File: config.mk
export PLATFORM = sky130hd
export DESIGN_NAME = exc_commit_flat
export DESIGN_NICKNAME = d
export VERILOG_FILES = /design/src/rtl/exc_commit_if.sv /design/src/rtl/exc_commit.sv /design/src/flat_wrapper.sv
export SDC_FILE = /design/constraint.sdc
export NUM_CORES = 1
export LEC_CHECK = 0
export CAP_MARGIN = 15
export CORE_ASPECT_RATIO = 0.9
export CORE_MARGIN = 2
export CORE_UTILIZATION = 44
export CTS_CLUSTER_SIZE = 28
export DETAILED_ROUTE_END_ITERATION = 7
export PLACE_DENSITY = 0.88
export SETUP_SLACK_MARGIN = 0.3
export SYNTH_ARGS = -nofsm -noshare
export SYNTH_HDL_FRONTEND = slang
export SYNTH_SLANG_ARGS = --single-unit
export TNS_END_PERCENT = 20
File: constraint.sdc
create_clock -name clk -period 3.3 [get_ports clk]
set_input_delay 0.495 -clock clk [delete_from_list [all_inputs] [get_ports clk]]
set_output_delay 0.495 -clock clk [all_outputs]
set_load 0.05 [all_outputs]
File: src/rtl/exc_commit_if.sv
// Writeback-to-CSR bundle of the exception/commit arbiter: the writeback
// instruction with its collected flags, interrupt state, and the CSR events.
interface exc_commit_if;
    logic        wb_valid;
    logic [31:0] wb_pc;
    logic [31:0] wb_vaddr;
    logic [14:0] wb_exc;
    logic        wb_is_ertn;
    logic        wb_is_refetch;
    logic        wb_is_idle;
    logic [11:0] is;
    logic [11:0] lie;
    logic        ie;
    logic        is_exc;
    logic        is_ertn;
    logic        is_fetch_again;
    logic        is_idle;
    logic [5:0]  excode;
    logic [8:0]  esubcode;
    logic [31:0] badvaddr;
    logic [31:0] csr_pc;
    logic        commit;
    logic        flush;
    logic        idle_stall;

    modport master (
        output wb_valid, wb_pc, wb_vaddr, wb_exc, wb_is_ertn, wb_is_refetch,
               wb_is_idle, is, lie, ie,
        input  is_exc, is_ertn, is_fetch_again, is_idle, excode, esubcode,
               badvaddr, csr_pc, commit, flush, idle_stall
    );

    modport slave (
        input  wb_valid, wb_pc, wb_vaddr, wb_exc, wb_is_ertn, wb_is_refetch,
               wb_is_idle, is, lie, ie,
        output is_exc, is_ertn, is_fetch_again, is_idle, excode, esubcode,
               badvaddr, csr_pc, commit, flush, idle_stall
    );
endinterface

File: src/rtl/exc_commit.sv
// Writeback exception/commit arbiter: decides retire vs trap, drives registered
// one-cycle CSR event pulses, the pipeline flush and the IDLE wait-for-interrupt.
module exc_commit (
    input  logic        clk,
    input  logic        reset,
    exc_commit_if.slave bus
);
    typedef enum logic [1:0] {
        ST_RUN       = 2'd0,
        ST_FLUSH     = 2'd1,
        ST_IDLE_WAIT = 2'd2
    } state_t;

    // Flag bit index doubles as priority: lower index is older pipeline stage.
    function automatic logic [3:0] first_exc(input logic [14:0] flags);
        logic [3:0] idx;
        idx = 4'd0;
        for (int i = 14; i >= 0; i--) begin
            if (flags[i]) begin
                idx = 4'(i);
            end else begin
                idx = idx;
            end
        end
        return idx;
    endfunction

    function automatic logic [5:0] exc_code(input logic [3:0] idx);
        logic [5:0] code;
        case (idx)
            4'd0:    code = 6'h08;
            4'd1:    code = 6'h3F;
            4'd2:    code = 6'h03;
            4'd3:    code = 6'h07;
            4'd4:    code = 6'h0D;
            4'd5:    code = 6'h0E;
            4'd6:    code = 6'h0B;
            4'd7:    code = 6'h0C;
            4'd8:    code = 6'h09;
            4'd9:    code = 6'h08;
            4'd10:   code = 6'h3F;
            4'd11:   code = 6'h01;
            4'd12:   code = 6'h02;
            4'd13:   code = 6'h07;
            4'd14:   code = 6'h04;
            default: code = 6'h00;
        endcase
        return code;
    endfunction

    state_t      state_r, state_next_s;
    logic        is_exc_r, is_ertn_r, is_fetch_again_r, is_idle_r;
    logic [5:0]  excode_r;
    logic [8:0]  esubcode_r;
    logic [31:0] badvaddr_r, csr_pc_r, idle_pc_r;
    logic        flush_r, idle_stall_r;

    logic        is_exc_s, is_ertn_s, is_fetch_again_s, is_idle_s;
    logic [5:0]  excode_s;
    logic [8:0]  esubcode_s;
    logic [31:0] badvaddr_s, csr_pc_s;
    logic        flush_s, idle_stall_s, commit_s, save_idle_s;

    logic        int_pend_s, int_take_s, exc_any_s;
    logic [3:0]  exc_idx_s;

    assign int_pend_s = |(bus.is & bus.lie);
    assign int_take_s = int_pend_s & bus.ie;
    assign exc_any_s  = |bus.wb_exc;
    assign exc_idx_s  = first_exc(bus.wb_exc);

    // Next-state and event decision; flush_r still high means the second flush cycle.
    always_comb begin
        state_next_s     = state_r;
        is_exc_s         = 1'b0;
        is_ertn_s        = 1'b0;
        is_fetch_again_s = 1'b0;
        is_idle_s        = 1'b0;
        excode_s         = 6'h00;
        esubcode_s       = 9'd0;
        badvaddr_s       = 32'd0;
        csr_pc_s         = 32'd0;
        flush_s          = 1'b0;
        idle_stall_s     = 1'b0;
        commit_s         = 1'b0;
        save_idle_s      = 1'b0;
        case (state_r)
            ST_RUN: begin
                if (bus.wb_valid && !flush_r) begin
                    csr_pc_s = bus.wb_pc;
                    if (int_take_s) begin
                        is_exc_s     = 1'b1;
                        flush_s      = 1'b1;
                        state_next_s = ST_FLUSH;
                    end else if (exc_any_s) begin
                        is_exc_s     = 1'b1;
                        excode_s     = exc_code(exc_idx_s);
                        esubcode_s   = (exc_idx_s == 4'd9) ? 9'd1 : 9'd0;
                        if (exc_idx_s <= 4'd3) begin
                            badvaddr_s = bus.wb_pc;
                        end else if (exc_idx_s >= 4'd8) begin
                            badvaddr_s = bus.wb_vaddr;
                        end else begin
                            badvaddr_s = 32'd0;
                        end
                        flush_s      = 1'b1;
                        state_next_s = ST_FLUSH;
                    end else begin
                        commit_s = 1'b1;
                        if (bus.wb_is_ertn) begin
                            is_ertn_s    = 1'b1;
                            flush_s      = 1'b1;
                            state_next_s = ST_FLUSH;
                        end else if (bus.wb_is_refetch) begin
                            is_fetch_again_s = 1'b1;
                            flush_s          = 1'b1;
                            state_next_s     = ST_FLUSH;
                        end else if (bus.wb_is_idle) begin
                            is_idle_s    = 1'b1;
                            flush_s      = 1'b1;
                            idle_stall_s = 1'b1;
                            save_idle_s  = 1'b1;
                            state_next_s = ST_IDLE_WAIT;
                        end else begin
                            csr_pc_s = 32'd0;
                        end
                    end
                end else begin
                    state_next_s = ST_RUN;
                end
            end
            ST_FLUSH: begin
                flush_s      = 1'b1;
                state_next_s = ST_RUN;
            end
            ST_IDLE_WAIT: begin
                idle_stall_s = 1'b1;
                if (int_pend_s) begin
                    is_exc_s     = 1'b1;
                    csr_pc_s     = idle_pc_r + 32'd4;
                    flush_s      = 1'b1;
                    state_next_s = ST_FLUSH;
                end else begin
                    state_next_s = ST_IDLE_WAIT;
                end
            end
            default: begin
                state_next_s = ST_RUN;
            end
        endcase
    end

    // State, registered event outputs and the saved IDLE PC.
    always_ff @(posedge clk) begin
        if (reset) begin
            state_r          <= ST_RUN;
            is_exc_r         <= 1'b0;
            is_ertn_r        <= 1'b0;
            is_fetch_again_r <= 1'b0;
            is_idle_r        <= 1'b0;
            excode_r         <= 6'h00;
            esubcode_r       <= 9'd0;
            badvaddr_r       <= 32'd0;
            csr_pc_r         <= 32'd0;
            flush_r          <= 1'b0;
            idle_stall_r     <= 1'b0;
            idle_pc_r        <= 32'd0;
        end else begin
            state_r          <= state_next_s;
            is_exc_r         <= is_exc_s;
            is_ertn_r        <= is_ertn_s;
            is_fetch_again_r <= is_fetch_again_s;
            is_idle_r        <= is_idle_s;
            excode_r         <= excode_s;
            esubcode_r       <= esubcode_s;
            badvaddr_r       <= badvaddr_s;
            csr_pc_r         <= csr_pc_s;
            flush_r          <= flush_s;
            idle_stall_r     <= idle_stall_s;
            idle_pc_r        <= save_idle_s ? bus.wb_pc : idle_pc_r;
        end
    end

    assign bus.is_exc         = is_exc_r;
    assign bus.is_ertn        = is_ertn_r;
    assign bus.is_fetch_again = is_fetch_again_r;
    assign bus.is_idle        = is_idle_r;
    assign bus.excode         = excode_r;
    assign bus.esubcode       = esubcode_r;
    assign bus.badvaddr       = badvaddr_r;
    assign bus.csr_pc         = csr_pc_r;
    assign bus.flush          = flush_r;
    assign bus.idle_stall     = idle_stall_r;
    assign bus.commit         = commit_s;
endmodule

File: src/flat_wrapper.sv
// flat-port wrapper written by rule: the top's interface ports become plain ports
module exc_commit_flat 
  (clk, reset, bus_wb_valid, bus_wb_pc, bus_wb_vaddr, bus_wb_exc, bus_wb_is_ertn, bus_wb_is_refetch, bus_wb_is_idle, bus_is, bus_lie, bus_ie, bus_is_exc, bus_is_ertn, bus_is_fetch_again, bus_is_idle, bus_excode, bus_esubcode, bus_badvaddr, bus_csr_pc, bus_commit, bus_flush, bus_idle_stall);
  exc_commit_if bus_i ();
  input  logic clk;
  input  logic reset;
  input wire logic [$bits(bus_i.wb_valid)-1:0] bus_wb_valid;
  input wire logic [$bits(bus_i.wb_pc)-1:0] bus_wb_pc;
  input wire logic [$bits(bus_i.wb_vaddr)-1:0] bus_wb_vaddr;
  input wire logic [$bits(bus_i.wb_exc)-1:0] bus_wb_exc;
  input wire logic [$bits(bus_i.wb_is_ertn)-1:0] bus_wb_is_ertn;
  input wire logic [$bits(bus_i.wb_is_refetch)-1:0] bus_wb_is_refetch;
  input wire logic [$bits(bus_i.wb_is_idle)-1:0] bus_wb_is_idle;
  input wire logic [$bits(bus_i.is)-1:0] bus_is;
  input wire logic [$bits(bus_i.lie)-1:0] bus_lie;
  input wire logic [$bits(bus_i.ie)-1:0] bus_ie;
  output wire logic [$bits(bus_i.is_exc)-1:0] bus_is_exc;
  output wire logic [$bits(bus_i.is_ertn)-1:0] bus_is_ertn;
  output wire logic [$bits(bus_i.is_fetch_again)-1:0] bus_is_fetch_again;
  output wire logic [$bits(bus_i.is_idle)-1:0] bus_is_idle;
  output wire logic [$bits(bus_i.excode)-1:0] bus_excode;
  output wire logic [$bits(bus_i.esubcode)-1:0] bus_esubcode;
  output wire logic [$bits(bus_i.badvaddr)-1:0] bus_badvaddr;
  output wire logic [$bits(bus_i.csr_pc)-1:0] bus_csr_pc;
  output wire logic [$bits(bus_i.commit)-1:0] bus_commit;
  output wire logic [$bits(bus_i.flush)-1:0] bus_flush;
  output wire logic [$bits(bus_i.idle_stall)-1:0] bus_idle_stall;
  assign bus_i.wb_valid = bus_wb_valid;
  assign bus_i.wb_pc = bus_wb_pc;
  assign bus_i.wb_vaddr = bus_wb_vaddr;
  assign bus_i.wb_exc = bus_wb_exc;
  assign bus_i.wb_is_ertn = bus_wb_is_ertn;
  assign bus_i.wb_is_refetch = bus_wb_is_refetch;
  assign bus_i.wb_is_idle = bus_wb_is_idle;
  assign bus_i.is = bus_is;
  assign bus_i.lie = bus_lie;
  assign bus_i.ie = bus_ie;
  assign bus_is_exc = bus_i.is_exc;
  assign bus_is_ertn = bus_i.is_ertn;
  assign bus_is_fetch_again = bus_i.is_fetch_again;
  assign bus_is_idle = bus_i.is_idle;
  assign bus_excode = bus_i.excode;
  assign bus_esubcode = bus_i.esubcode;
  assign bus_badvaddr = bus_i.badvaddr;
  assign bus_csr_pc = bus_i.csr_pc;
  assign bus_commit = bus_i.commit;
  assign bus_flush = bus_i.flush;
  assign bus_idle_stall = bus_i.idle_stall;
  exc_commit u_core (.clk(clk), .reset(reset), .bus(bus_i));
endmodule
# ---- Word-level counts from Yosys, hierarchy flattened
# Memory sizes are Yosys's and may differ from the RTL's. A register that Yosys moved wholly into a read port is not among the register bits.
# Index checks and enable logic that the tools add are counted.
# Widths: inputs -> output; s select.
dict set report classes {
  eq_ne 4
  n_addsub 1
  reduce_logical 8
  bitwise_logic 5
  magnitude_cmp 2
  n_mux 59
}
# operator count
set ops {}
lappend ops {{$mux 32} 9}
lappend ops {{$pmux 32 s2} 1}
lappend ops {{$mux 4} 15}
lappend ops {{$add 32x3->32 const B} 1}
lappend ops {{$mux 1} 23}
lappend ops {{$reduce_or 20->1} 1}
lappend ops {{$reduce_or 19->1} 1}
lappend ops {{$reduce_or 15->1} 1}
lappend ops {{$mux 2} 7}
lappend ops {{$and 12x12->12} 1}
lappend ops {{$reduce_or 12->1} 1}
lappend ops {{$ne 7x5->1 const B} 1}
lappend ops {{$reduce_or 5->1} 1}
lappend ops {{$eq 4x4->1 const B} 1}
lappend ops {{$ge 4x4->1 const B} 1}
lappend ops {{$le 4x2->1 const B} 1}
lappend ops {{$pmux 1 s2} 2}
lappend ops {{$pmux 2 s2} 1}
lappend ops {{$not 1->1} 3}
lappend ops {{$pmux 1 s3} 1}
lappend ops {{$eq 2x1->1 const B} 1}
lappend ops {{$eq 2x2->1 const B} 1}
lappend ops {{$logic_not 2->1} 1}
lappend ops {{$and 1x1->1} 1}
lappend ops {{other kinds (2)} 2}
dict set report totals {
  wordCells 91
  n_memories 1
  out_inout_bits 86
  romBits 96
  reg_bits 113
}
# memory words width rd rd_clocked_by_memory_dff write_ports line_no
set memory_table {}
lappend memory_table {{(no name shown)} 16 6 1 1 0 exc_commit.sv:30} ;# case (idx)

# ---- Depth between registers and ports, before layout
dict set report depth {
  word_depth 18
  mapped_depth 10
  ltp_nobuf 10
}

# ---- Least setup slack after synthesis
# Ideal clock, no wire load.
dict set report synth_timing {
  path_type {input to output}
  startpoint {input port bus_wb_exc[9]}
  endpoint {output port bus_commit}
  path_stages 5
  required_ns 2.805
  path_buffers 1
  arrival_ns 2.539
  path_slack_ns 0.266
  cell_sequence {or4_1 buf_2 or4_4 a21o_1 nor2_1}
}
dict set report synth_between {
  elab_chain_cells 5
}
# item line_no
set synth_rtl {}
lappend synth_rtl {{start, declared} flat_wrapper.sv:10} ;# input wire logic [$bits(bus_i.wb_exc)-1:0] bus_wb_exc;
lappend synth_rtl {{$reduce_or 15->1} exc_commit.sv:69} ;# assign exc_any_s = |bus.wb_exc;
lappend synth_rtl {{$mux 1} exc_commit.sv:95} ;# end else if (exc_any_s) begin
lappend synth_rtl {{$mux 1} exc_commit.sv:91} ;# if (int_take_s) begin
lappend synth_rtl {{$mux 1} exc_commit.sv:89} ;# if (bus.wb_valid && !flush_r) begin
lappend synth_rtl {{$mux 1} exc_commit.sv:87} ;# case (state_r)
lappend synth_rtl {{end, declared} flat_wrapper.sv:25} ;# output wire logic [$bits(bus_i.commit)-1:0] bus_commit;
# Every way passes these cells.

# ---- Final worst setup path
dict set report layout_timing {
  startpoint {input port bus_wb_exc[13]}
  endpoint {output port bus_commit}
}
# The elaborated chain is that of the path after synthesis.

==> impl_results.md <==
- Metal-1 WL: 6.20 mm
- WL/cell: 17.5 um
- Slew headroom: 55.6%
- Die extent in x: 116 um
- Final setup fails: 0
- Vias per cell: 5.35
- Fill cells: 856
- Met3 WL: 876 um
- Max Root-Sink Buffers: 2
- Tmin final: 2940 ps
- Final #Nets: 795
- Hpwl dp: around 11 mm
- P_leak: 2.72 nW
- Cells after DPL: 817
- Max frequency: 340 MHz
- Vias: between 4000 and 5000
- Setup TNS: 0 ps
- RSZ-0062 raised after global routing: no
- P&R area growth vs syn: 46.6%
- Fin area: 7310 um2
- Critical Path RT: 2800 ps
- Endpoint class of the critical path: output pin
- Top Metal Used: met4
- Global route total overflow: 0
- Hold-fix buffers, CTS: 0
- Maximum vdd drop: 0.281 mV
- Period utilisation layout: about nine tenths
- WL met2: about 7.2 mm
- Outcome: finished clean
- Worst-path clk slew: about 80 ps
- Max Cap Viol: 0
- PwrDens: approximately 410 nW/um2
- Std-Cell Rows: 36
- Die area: 12200 um2
- Clock sinks: 110
- CTS tree: built
- Post-route antenna net violation count: 0
- Total CTS buffers: 9
- Non-Filler Instances: 835
- Gate Count Post-Synth: 496
- Synth warn: 0
- Vias in the first global route: between 4000 and 5000
- EDFF count, synth: 0
- Initial antenna violation count: 0
- Initial core utilization: 45.6%
- Hold WC Path Type: flip-flop to flip-flop
- Startpoint Class: input port
- Post-DP Area: roughly 7000 um2
- Syn Area/Cell: between 10 and 15 um2
- Crit Path Category: input port to output pin
- DRC Markers: 0
- Top_reg_cell synth: dfxtp_1
- Core area: 10900 um2
- Post-synthesis register bit count: 110
- Fraction of layout cells with a size suffix above 1: 6.00%
- Critical Path AT: between 2000 and 2500 ps
- Ys async rst share: 0%
- I/O Buffers: about 190
- Total power: between 3 and 4 mW
- Clock skew: 10.0 ps
- Netlist cell types: 51
- Synthesized cell area: 4990 um2
- Slew of the pin with the lowest slew margin: 667 ps
- Total wire length: 14.6 mm
- Largest net degree at the start of global routing: between 60 and 70
- Root buffer cell: clkbuf_16
- CP max FO: 5
- Final Wtd Congestion: between 0.8 and 0.9
- Gr usage total: about a quarter
- Sequential fraction of the synthesis area: 44.1%
- Multi-input gate area: around 2600 um2
- H-tree levels: 3
- I/O pins: 196
- Die Ht: 105 um
- First DRT Iteration DRCs: 213
- Endpoints failing hold: 0
- Clock Latency Late Sink: 350 ps
- FF/Latch Area: 2200 um2
- First-pass GRT wire length: 23.2 mm
- Pre-Repair DR Iteration Count: 4
- Number of inserted diodes: 0
- Pins Over Slew Limit: 0
-- worst paths after layout --
check                                                      start                               end  slack, ps  cells past startpoint
worst max-delay path                              bus_wb_exc[13]                        bus_commit        360                      6
worst min-delay path            u_core.idle_pc_r[0]$_SDFFE_PP0P_   u_core.bus.csr_pc[0]$_SDFF_PP0_        470                      1
worst max register to register  u_core.idle_pc_r[9]$_SDFFE_PP0P_  u_core.bus.csr_pc[31]$_SDFF_PP0_       1180                      5
worst min register to register  u_core.idle_pc_r[0]$_SDFFE_PP0P_   u_core.bus.csr_pc[0]$_SDFF_PP0_        470                      1
-- registers in the layout, indices dropped and copies added, names as in the netlist --
register                   cells
u_core.state_r                 2
u_core.bus.flush               1
u_core.bus.is_idle             1
u_core.bus.is_ertn             1
u_core.bus.is_fetch_again      1
u_core.bus.is_exc              1
u_core.bus.esubcode            1
u_core.bus.excode              5
u_core.bus.badvaddr           32
u_core.idle_pc_r              32
u_core.bus.csr_pc             32
u_core.bus.idle_stall          1
-- worst max-delay path, cell delays in order --
cell             delay, ps
clkdlybuf4s50_1        440
or3_1                  460
or4_4                  570
a21o_1                 190
nor2_2                 130
buf_12                 150
-- metal layers --
layer | track usage, % | up-vias
met5 | 0 | -
met4 | 8.25 | 0
met3 | 6.38 | 21
met2 | 41.8 | 152
met1 | 28.7 | 2147
li1 | - | 2150
-- repair_timing --
action	in CTS	in global routing
buffers inserted	1	0
resized for setup	9	2
setup endpoints to repair	1	1
pin swaps	2	2
gates cloned	0	0
-- cells in the mapped netlist (2+ instances only) --
master,n,area [um2]
nor4_1,8,50.1
nor4b_1,3,26.3
buf_6,6,67.6
inv_1,9,33.8
o31ai_1,2,15.0
ha_1,7,87.6
nand2_1,17,63.8
nor3_1,6,30.0
nor2b_1,2,12.5
or3_1,5,31.3
xnor2_1,20,175
nand4_1,13,81.3
clkbuf_1,16,60.1
nor2_1,18,67.6
nand3_1,11,55.1
a21oi_1,2,10.0
o21ai_0,3,15.0
dfxtp_1,110,2200
o21a_1,4,30.0
nand2b_1,65,407
xor2_1,8,70.1
and2_1,2,12.5
a221oi_1,4,35.0
mux2i_1,34,340
and3_1,8,50.1
buf_2,4,20.0
a22oi_1,7,52.6
or4_1,3,22.5
a22o_1,61,534
buf_4,9,67.6
a21o_1,3,22.5
and4_1,5,43.8
o2bb2ai_1,3,26.3
-- cells by family (layout without fill, tap and decap cells) --
group	count (synthesis)	after routing	synth area share, %
buffers and inverters	45	225	5.09
DFF	110	110	44.1
and+or+nand+nor	170	170	19.8
other	1	8	0.0752
muxes	34	34	6.82
adders and majority gates	7	7	1.76
AOI/OAI and AO/OA	101	101	17.4
xor gates and xnor gates	28	28	4.92
-- cells in the final DEF, fill, tap and decap left out, types with 3 or more instances in the layout --
cell type,n
a21o_1,3
o21ai_0,3
clkbuf_16,9
a22o_1,61
mux2i_1,34
inv_1,9
buf_4,11
ha_1,7
nand4_1,13
conb_1,8
nand3_1,11
nor4_1,8
a22oi_1,7
nor2_1,17
xor2_1,8
o21a_1,4
or4_4,4
dlygate4sd2_1,6
or3_1,5
and3_1,8
nor4b_1,3
nand2b_1,65
nor3_1,6
dfxtp_1,110
nand2_1,17
and4_1,5
xnor2_1,20
clkdlybuf4s50_1,177
a221oi_1,4
o2bb2ai_1,3
-- where the power goes --
group          total [mW]  switching, mW  internal, mW
Clock                1.08          0.544         0.537
Combinational       0.563          0.311         0.252
Sequential           1.38         0.0144          1.37
-- area by class of cell --
type                    instances  area share [%]
clock buffers                   9            3.08
repair buffers                200            27.2
inverters                       9           0.462
flip-flops and latches        110            30.1
clock inverters                 7            1.03
multi-input cells             348            35.5
well taps                     152            2.60
-- per-stage QoR --
stage / hold WS (ps) / setup WS (ps) / util [%]
after floorplan: 443 / 490 / -
after global placement: 452 / 206 / 63.8
after detailed placement: 460 / 188 / 63.8
after CTS: 464 / 301 / 66.6
after global routing: 486 / 316 / 66.8
final: 473 / 362 / 66.8
Power figures use the tool's default switching activity.
